**src/rtl/dmem_access_arbiter_pkg.sv**
```systemverilog
// Shared definitions for the data-memory access arbiter: FSM states,
// access owner encoding and the read data returned on an aborted access.
package dmem_access_arbiter_pkg;

  typedef enum logic [1:0] {
    ST_IDLE     = 2'd0,
    ST_WAIT     = 2'd1,
    ST_DONE_CPU = 2'd2,
    ST_DONE_DBG = 2'd3
  } state_e;

  typedef enum logic {
    OWN_CPU = 1'b0,
    OWN_DBG = 1'b1
  } owner_e;

  // Read data handed back to the owner when the memory never acknowledges.
  localparam logic [31:0] ERR_RDATA = 32'hDEAD_BEEF;

  // Completion state that belongs to a given access owner.
  function automatic state_e done_state(input owner_e owner);
    return (owner == OWN_DBG) ? ST_DONE_DBG : ST_DONE_CPU;
  endfunction

endpackage

```
**src/rtl/dmem_access_arbiter.sv**
```systemverilog
// Data-memory access arbiter: shares one multi-cycle req/ack memory port
// between the CPU MEM stage and a debug/loader port, stalls the pipeline
// until the CPU access completes, and aborts accesses that never get an ack.
module dmem_access_arbiter
  import dmem_access_arbiter_pkg::*;
#(
  parameter int ADDR_W     = 32,
  parameter int DATA_W     = 32,
  parameter int STARVE_MAX = 4,
  parameter int TIMEOUT    = 16
) (
  input  logic              clk_i,
  input  logic              rst_i,
  input  logic              cpu_req_i,
  input  logic              cpu_we_i,
  input  logic [ADDR_W-1:0] cpu_addr_i,
  input  logic [DATA_W-1:0] cpu_wdata_i,
  output logic [DATA_W-1:0] cpu_rdata_o,
  output logic              cpu_stall_o,
  input  logic              dbg_req_i,
  input  logic              dbg_we_i,
  input  logic [ADDR_W-1:0] dbg_addr_i,
  input  logic [DATA_W-1:0] dbg_wdata_i,
  output logic [DATA_W-1:0] dbg_rdata_o,
  output logic              dbg_ack_o,
  output logic              mem_req_o,
  output logic              mem_we_o,
  output logic [ADDR_W-1:0] mem_addr_o,
  output logic [DATA_W-1:0] mem_wdata_o,
  input  logic [DATA_W-1:0] mem_rdata_i,
  input  logic              mem_ack_i,
  output logic              err_o
);

  localparam int WAIT_W   = $clog2(TIMEOUT);
  localparam int STARVE_W = $clog2(STARVE_MAX + 1);

  localparam logic [WAIT_W-1:0]   WAIT_LAST  = WAIT_W'(TIMEOUT - 1);
  localparam logic [STARVE_W-1:0] STARVE_LIM = STARVE_W'(STARVE_MAX);
  localparam logic [DATA_W-1:0]   ERR_DATA   = DATA_W'(ERR_RDATA);

  state_e              r_state;
  state_e              w_state_nxt;
  owner_e              r_owner;
  logic [WAIT_W-1:0]   r_wait_cnt;
  logic [STARVE_W-1:0] r_starve_cnt;

  logic                r_mem_req;
  logic                r_mem_we;
  logic [ADDR_W-1:0]   r_mem_addr;
  logic [DATA_W-1:0]   r_mem_wdata;
  logic [DATA_W-1:0]   r_cpu_rdata;
  logic [DATA_W-1:0]   r_dbg_rdata;
  logic                r_err;

  logic                w_any_req;
  logic                w_dbg_wins;
  logic                w_grant;
  logic                w_ack;
  logic                w_timeout;
  logic                w_finish;

  // Saturating increment for the starvation counter.
  function automatic logic [STARVE_W-1:0] starve_inc(input logic [STARVE_W-1:0] cnt);
    return (cnt == STARVE_LIM) ? cnt : cnt + STARVE_W'(1);
  endfunction

  // Debug wins when it is alone, or when the CPU has used up its quota of
  // back-to-back grants while debug was waiting.
  assign w_any_req  = cpu_req_i | dbg_req_i;
  assign w_dbg_wins = dbg_req_i & (~cpu_req_i | (r_starve_cnt == STARVE_LIM));
  assign w_grant    = (r_state == ST_IDLE) & w_any_req;

  // The ack is only meaningful while an access is outstanding; a timeout
  // fires on the last allowed WAIT cycle only if that cycle brings no ack.
  assign w_ack      = (r_state == ST_WAIT) & mem_ack_i;
  assign w_timeout  = (r_state == ST_WAIT) & ~mem_ack_i & (r_wait_cnt == WAIT_LAST);
  assign w_finish   = w_ack | w_timeout;

  assign mem_req_o   = r_mem_req;
  assign mem_we_o    = r_mem_we;
  assign mem_addr_o  = r_mem_addr;
  assign mem_wdata_o = r_mem_wdata;
  assign cpu_rdata_o = r_cpu_rdata;
  assign dbg_rdata_o = r_dbg_rdata;
  assign err_o       = r_err;

  // FSM state register.
  always_ff @(posedge clk_i) begin
    if (rst_i) begin
      r_state <= ST_IDLE;
    end else begin
      r_state <= w_state_nxt;
    end
  end

  // Next-state logic plus the state-decoded stall and debug-ack outputs.
  always_comb begin
    w_state_nxt = r_state;
    cpu_stall_o = cpu_req_i;
    dbg_ack_o   = 1'b0;
    case (r_state)
      ST_IDLE: begin
        if (w_any_req) begin
          w_state_nxt = ST_WAIT;
        end
      end
      ST_WAIT: begin
        if (w_finish) begin
          w_state_nxt = done_state(r_owner);
        end
      end
      ST_DONE_CPU: begin
        w_state_nxt = ST_IDLE;
        cpu_stall_o = 1'b0;
      end
      ST_DONE_DBG: begin
        w_state_nxt = ST_IDLE;
        dbg_ack_o   = 1'b1;
      end
      default: begin
        w_state_nxt = ST_IDLE;
      end
    endcase
  end

  // Starvation counter: counts CPU grants made while debug is waiting.
  always_ff @(posedge clk_i) begin
    if (rst_i) begin
      r_starve_cnt <= '0;
    end else if (!dbg_req_i) begin
      r_starve_cnt <= '0;
    end else if (w_grant && w_dbg_wins) begin
      r_starve_cnt <= '0;
    end else if (w_grant) begin
      r_starve_cnt <= starve_inc(r_starve_cnt);
    end
  end

  // Memory request lifecycle: latch the winner on grant, hold it stable
  // through WAIT, then release on ack or timeout.
  always_ff @(posedge clk_i) begin
    if (rst_i) begin
      r_owner     <= OWN_CPU;
      r_mem_req   <= 1'b0;
      r_mem_we    <= 1'b0;
      r_mem_addr  <= '0;
      r_mem_wdata <= '0;
      r_wait_cnt  <= '0;
    end else if (w_grant) begin
      r_mem_req  <= 1'b1;
      r_wait_cnt <= '0;
      if (w_dbg_wins) begin
        r_owner     <= OWN_DBG;
        r_mem_we    <= dbg_we_i;
        r_mem_addr  <= dbg_addr_i;
        r_mem_wdata <= dbg_wdata_i;
      end else begin
        r_owner     <= OWN_CPU;
        r_mem_we    <= cpu_we_i;
        r_mem_addr  <= cpu_addr_i;
        r_mem_wdata <= cpu_wdata_i;
      end
    end else if (w_finish) begin
      r_mem_req <= 1'b0;
    end else if (r_state == ST_WAIT) begin
      r_wait_cnt <= r_wait_cnt + WAIT_W'(1);
    end
  end

  // Owner read-data capture and the sticky timeout flag.
  always_ff @(posedge clk_i) begin
    if (rst_i) begin
      r_cpu_rdata <= '0;
      r_dbg_rdata <= '0;
      r_err       <= 1'b0;
    end else if (w_ack) begin
      if (r_owner == OWN_DBG) begin
        r_dbg_rdata <= mem_rdata_i;
      end else begin
        r_cpu_rdata <= mem_rdata_i;
      end
    end else if (w_timeout) begin
      r_err <= 1'b1;
      if (r_owner == OWN_DBG) begin
        r_dbg_rdata <= ERR_DATA;
      end else begin
        r_cpu_rdata <= ERR_DATA;
      end
    end
  end

endmodule

```
**config.mk**
```make
export PLATFORM = sky130hd
export DESIGN_NAME = dmem_access_arbiter
export DESIGN_NICKNAME = d
export VERILOG_FILES = /design/src/rtl/dmem_access_arbiter_pkg.sv /design/src/rtl/dmem_access_arbiter.sv
export SDC_FILE = /design/constraint.sdc
export NUM_CORES = 1
export LEC_CHECK = 0
export BUFFER_PORTS_ARGS = -buffer_cell sky130_fd_sc_hd__clkbuf_2
export CAP_MARGIN = 20
export CORE_UTILIZATION = 48
export DETAILED_ROUTE_END_ITERATION = 16
export HOLD_SLACK_MARGIN = 0.06
export PLACE_DENSITY = 0.9
export SYNTH_ARGS = -nofsm -noshare
export SYNTH_HDL_FRONTEND = slang
export SYNTH_SLANG_ARGS = --single-unit
```
**constraint.sdc**
```tcl
create_clock -name clk_i -period 1.97 [get_ports clk_i]
set_input_delay 0.2955 -clock clk_i [delete_from_list [all_inputs] [get_ports clk_i]]
set_output_delay 0.2955 -clock clk_i [all_outputs]
set_load 0.005 [all_outputs]
```
======== Yosys cells after proc, flatten, opt, wreduce, memory -nomap -nowiden ========
Cells that the tools add are included.
operators by class
  bitwise logic cells ..................... 14
  reductions and logical operators ........ 13
  $add $sub $neg .......................... 2
  mux-type cells .......................... 20
  equal/unequal tests ..................... 11
  magnitude comparators ................... 0
  shift operators ......................... 0
  multiply operators ...................... 0
  divide/modulo/power cells ............... 0
operators by type and width
  kind                                           number
  2-to-1 mux 32 bit                              10
  != test 2 bit, second input constant           6
  AND reduction 2 bit                            4
  2-to-1 mux 1 bit                               7
  inverter 1 bit                                 6
  one-hot mux 2 bit (3 select lines)             1
  AND reduction 3 bit                            2
  AND 1 bit                                      5
  adder 4 x 1 -> 4 bit, second input constant    1
  == test 2 bit, second input constant           2
  == test 4 bit, second input constant           1
  2-to-1 mux 2 bit                               2
  nonzero test 2 bit                             2
  OR reduction 2 bit                             2
  adder 3 x 1 -> 3 bit, second input constant    1
  == test 3 bit, second input constant           1
  OR 1 bit                                       3
  OR reduction 3 bit                             1
  == test 2 x 1 -> 1 bit, second input constant  1
  logical NOT 2 bit                              1
  logical AND 1 bit                              1
storage, ports and cells
  bits in latches ......................... 0
  memories kept ........................... 0
  bits in read-only memories .............. 0
  register bits after elaboration ......... 141
  input bits .............................. 167
  memory bits (writable) .................. 0

======== Depth between registers and ports, before layout ========
  depth after elaboration ................. 6
  gate-level depth with buffers ........... 7

======== Worst setup path before layout ========
No wires, ideal clock.
  path type ............................... flip-flop to flip-flop
  start ................................... register r_starve_cnt[0]
  end ..................................... register r_mem_addr[0], in the netlist mem_addr_o[0]
  library setup time ...................... 122 ps
  stages on the path, launching flop included .. 8
  arrival ................................. 1,585 ps
  buffers on the path ..................... 2
  path slack .............................. 264 ps
  data required time ...................... 1,848 ps
  path through ............................ dfxtp_1 > inv_1 > ha_1 > a21bo_2 > clkbuf_1 > clkbuf_1 > and4_1 > a221o_1
between the ends
  cells in the longest elaborated chain, start to end .. 4
RTL lines
  element                 line                        RTL
  from (decl)             dmem_access_arbiter.sv:46   logic [STARVE_W-1:0] r_starve_cnt;
  from (signal assigned)  dmem_access_arbiter.sv:136  r_starve_cnt <= starve_inc(r_starve_cnt);
  == test 3 bit           dmem_access_arbiter.sv:71   assign w_dbg_wins = dbg_req_i & (~cpu_req_i | (r_starve_cnt == STARVE_LIM));
  OR 1 bit                dmem_access_arbiter.sv:71
  AND 1 bit               dmem_access_arbiter.sv:71
  2-to-1 mux 32 bit       dmem_access_arbiter.sv:153  if (w_dbg_wins) begin
  to (signal assigned)    dmem_access_arbiter.sv:156  r_mem_addr <= dbg_addr_i;
  to (signal assigned)    dmem_access_arbiter.sv:161  r_mem_addr <= cpu_addr_i;
  to (decl)               dmem_access_arbiter.sv:50   logic [ADDR_W-1:0] r_mem_addr;
Every way passes these cells.
A chain may end at the register's enable or synchronous reset.

======== Worst setup path after layout ========
  start ................................... register r_wait_cnt[0]
  end ..................................... register r_cpu_rdata[10], in the netlist cpu_rdata_o[10]
between the ends
  cells in the longest elaborated chain, start to end .. 4
RTL lines
  element                                                               line                        RTL
  from (decl)                                                           dmem_access_arbiter.sv:45   logic [WAIT_W-1:0] r_wait_cnt;
  from (signal assigned)                                                dmem_access_arbiter.sv:167  r_wait_cnt <= r_wait_cnt + WAIT_W'(1);
  == test 4 bit *                                                       dmem_access_arbiter.sv:77   assign w_timeout = (r_state == ST_WAIT) & ~mem_ack_i & (r_wait_cnt == WAIT_LAST);
  AND 1 bit *                                                           dmem_access_arbiter.sv:77
  != test 2 bit (no source line) or nonzero test 2 bit (tied branches)  n/a
  AND reduction 3 bit (no source line) *                                n/a
  to (signal assigned)                                                  dmem_access_arbiter.sv:181  r_cpu_rdata <= mem_rdata_i;
  to (decl)                                                             dmem_access_arbiter.sv:52   logic [DATA_W-1:0] r_cpu_rdata;
Every way passes the cells marked *; elsewhere a longest branch is shown, timed or not.

==> results.cfg <==
[outcome]
status = complete, no violations

[synth]
synth_common_cells = 141 x dfxtp_1, 130 x and4_1, 65 x a221o_1, 65 x nor2b_1, 55 x clkbuf_1
synth_area_um2 = 6670
synthArstFlopShare = 0
syn_area_per_cell_um2 = 10.2
syn_inst = 653
synth_seq_cells = 141
synth_ff_type = dfxtp_1
synth_warnings = 0
synth_top_area_frac = 0.423
synth_top_area_cell = dfxtp_1
netlist-cell-type-count = 42
synth_area_leaders = dfxtp_1 42%, and4_1 17%, a221o_1 9.8%
seq_area_frac_synth = 0.423
yosysMostFrequentCell = dfxtp_1
synthesis.nets = 823
synth-edff-count = 0

[sta]
min_period_ns = 1.87
grt_setup_unrepaired = false
maxSlewHeadroom = 0.615
fin_ws_ns = 0.103
fin_tns_setup_ns = 0
min_period_over_period = 0.948
tightest_slew_ns = 0.576
hold_violations = 0
finClkSkew_ns = 0.00910
finalHoldWorstSlack_ns = 0.146
setup_violations = 0
slew_viol_final = 0
max_clock_freq_mhz = 536

[critical_path]
critPathLaunch = r_wait_cnt[0]
crit_arrival_ns = 2.17
startpoint_type = flip-flop
reg2reg_slack_ns = 0.10
timing.rr.end = cpu_rdata_o[10]
criticalPathCategory = flip-flop to flip-flop
timing.rr.start = r_wait_cnt[0]
cp-endpoint = cpu_rdata_o[10]
cp-end-kind = flip-flop
required_ns = 2.28
path_max_fanout = 25
reg2regPathDepth = 5

[placed_design]
placed_area_um2 = 8270
gp_congestion = 0.829
numPlacedInstances = 1062
portBuffers = 299
pre_cts_slack_ns = 0.165
place_hpwl_um = 13800

[floorplan]
fp.dieArea_um2 = 14400
rows = 42
start_util = 0.498
pin_count = 300
die_x_um = 120
die_h_um = 120
coreArea_um2 = 13400

[finish]
post-route-util = 0.665
postLayoutCellArea_um2 = 8910
antenna_cells = 0
final_net_count = 1076
area_growth_pct = 33.6
final_cells = 1095
drive_above_1_share = 0.449

[clocking]
cts_tree = built
clk_pin_slew_ns = 0.06
cts_max_level = 4
postCtsHoldBufs = 0
post_cts_buffers = 0
clock_latency_ns = 0.42
root_buffer = clkbuf_16
clock_path_buffers = 2
cts_inserted_buffers = 17
cts.sinks = 141

[route]
wire_per_inst_um = 18.6
dr.first_iter.drc_count = 589
finalWirelength_um = 20400
via_per_inst = 6.09
route.detailed.drc = 0
postRouteAntennaNets = 0
firstDrtPassIters = 5
dr_total_vias = 6669

[power_and_ir_drop]
peakVddDrop_mv = 0.611
power_density_nw_per_um2 = 896
p_total_mw = 7.98
p_leak_nw = 4.08

[grt]
first_global_vias = 6100
grt_overflow_total = 0
grt_antenna_before_repair = 0
grt_use_total = 0.276
grt_max_degree = 70
grt_pass1_wl_um = 31300

[min_path]
holdCritPathClass = input pin to flip-flop

[job]
drv_cap = 0
sequential cells by signal (all words and copies together), names as in the netlist:
signal        flops
err_o             1
cpu_rdata_o      32
mem_we_o          1
r_starve_cnt      3
mem_wdata_o      32
mem_req_o         1
r_state           2
mem_addr_o       32
r_owner           1
r_wait_cnt        4
dbg_rdata_o      32
area by class of cell:
cell class | count | area (µm²)
tap | 176 | 220
timing repair buffer | 323 | 1780
clock inverter | 15 | 198
sequential | 141 | 2820
clock buffer | 17 | 425
fill | 1104 | 4490
inverter | 8 | 31.3
multi-input combinational | 415 | 3430
cell usage in the layout (no fill, tap or decap), types with 8 or more instances in the layout:
cell and count:
o31ai_1 12, and4_1 130, buf_4 17, o21ai_0 11, o221a_2 48, clkbuf_2 298
clkbuf_16 17, a221o_1 65, buf_12 8, a21oi_1 24, nor2b_1 65, nand3_1 17
dfxtp_1 141
cell families (layout without fill, tap and decap cells):
logic type,after synthesis,count (layout),share of synthesized area
simple gates,242,243,0.274
buf+inv,98,363,0.0681
fa+ha+maj,3,3,0.00563
flops,141,141,0.423
compound gates,169,169,0.229
routing by layer:
metal / routed length, µm / global-route usage / share of wire / vias up
li1: - / - / - / 3139
met1: 8290 / 0.330 / 0.41 / 3165
met2: 10200 / 0.470 / 0.50 / 328
met3: 1430 / 0.0661 / 0.070 / 37
met4: 490 / 0.114 / 0.024 / 0
met5: 0 / 0 / 0 / -
repair_timing:
item / 4_1_cts / 5_1_grt
setup endpoints to repair: 0 / 17
resized for setup: 0 / 1
endpoints found under the hold margin: 0 / 0
how the worst min path moves through the flow:
stage                     cells past startpoint            start         endpoint
after CTS                                     3  mem_rdata_i[14]  dbg_rdata_o[14]
after detailed placement                      2  dbg_rdata_o[14]  dbg_rdata_o[14]
after global routing                          3  mem_rdata_i[29]  cpu_rdata_o[29]
final                                         3  mem_rdata_i[29]  dbg_rdata_o[29]
after floorplan                               2  mem_rdata_i[14]  dbg_rdata_o[14]
after global placement                        2   dbg_rdata_o[8]   dbg_rdata_o[8]
report_power, final:
part	switching, mW	leakage, nW	total, mW	internal (mW)
Clock	1.36	0.300	3.40	2.04
Combinational	0.702	2.63	1.35	0.647
Sequential	0.143	1.15	3.23	3.09
Total	2.21	4.08	7.98	5.77
worst max-delay path, cell delays in order (launching register included):
cell	delay, ns
dfxtp_1	0.33
ha_1	0.24
a31oi_2	0.40
buf_4	0.34
nor2_8	0.14
o221a_2	0.31
Power figures use the tool's default switching activity.
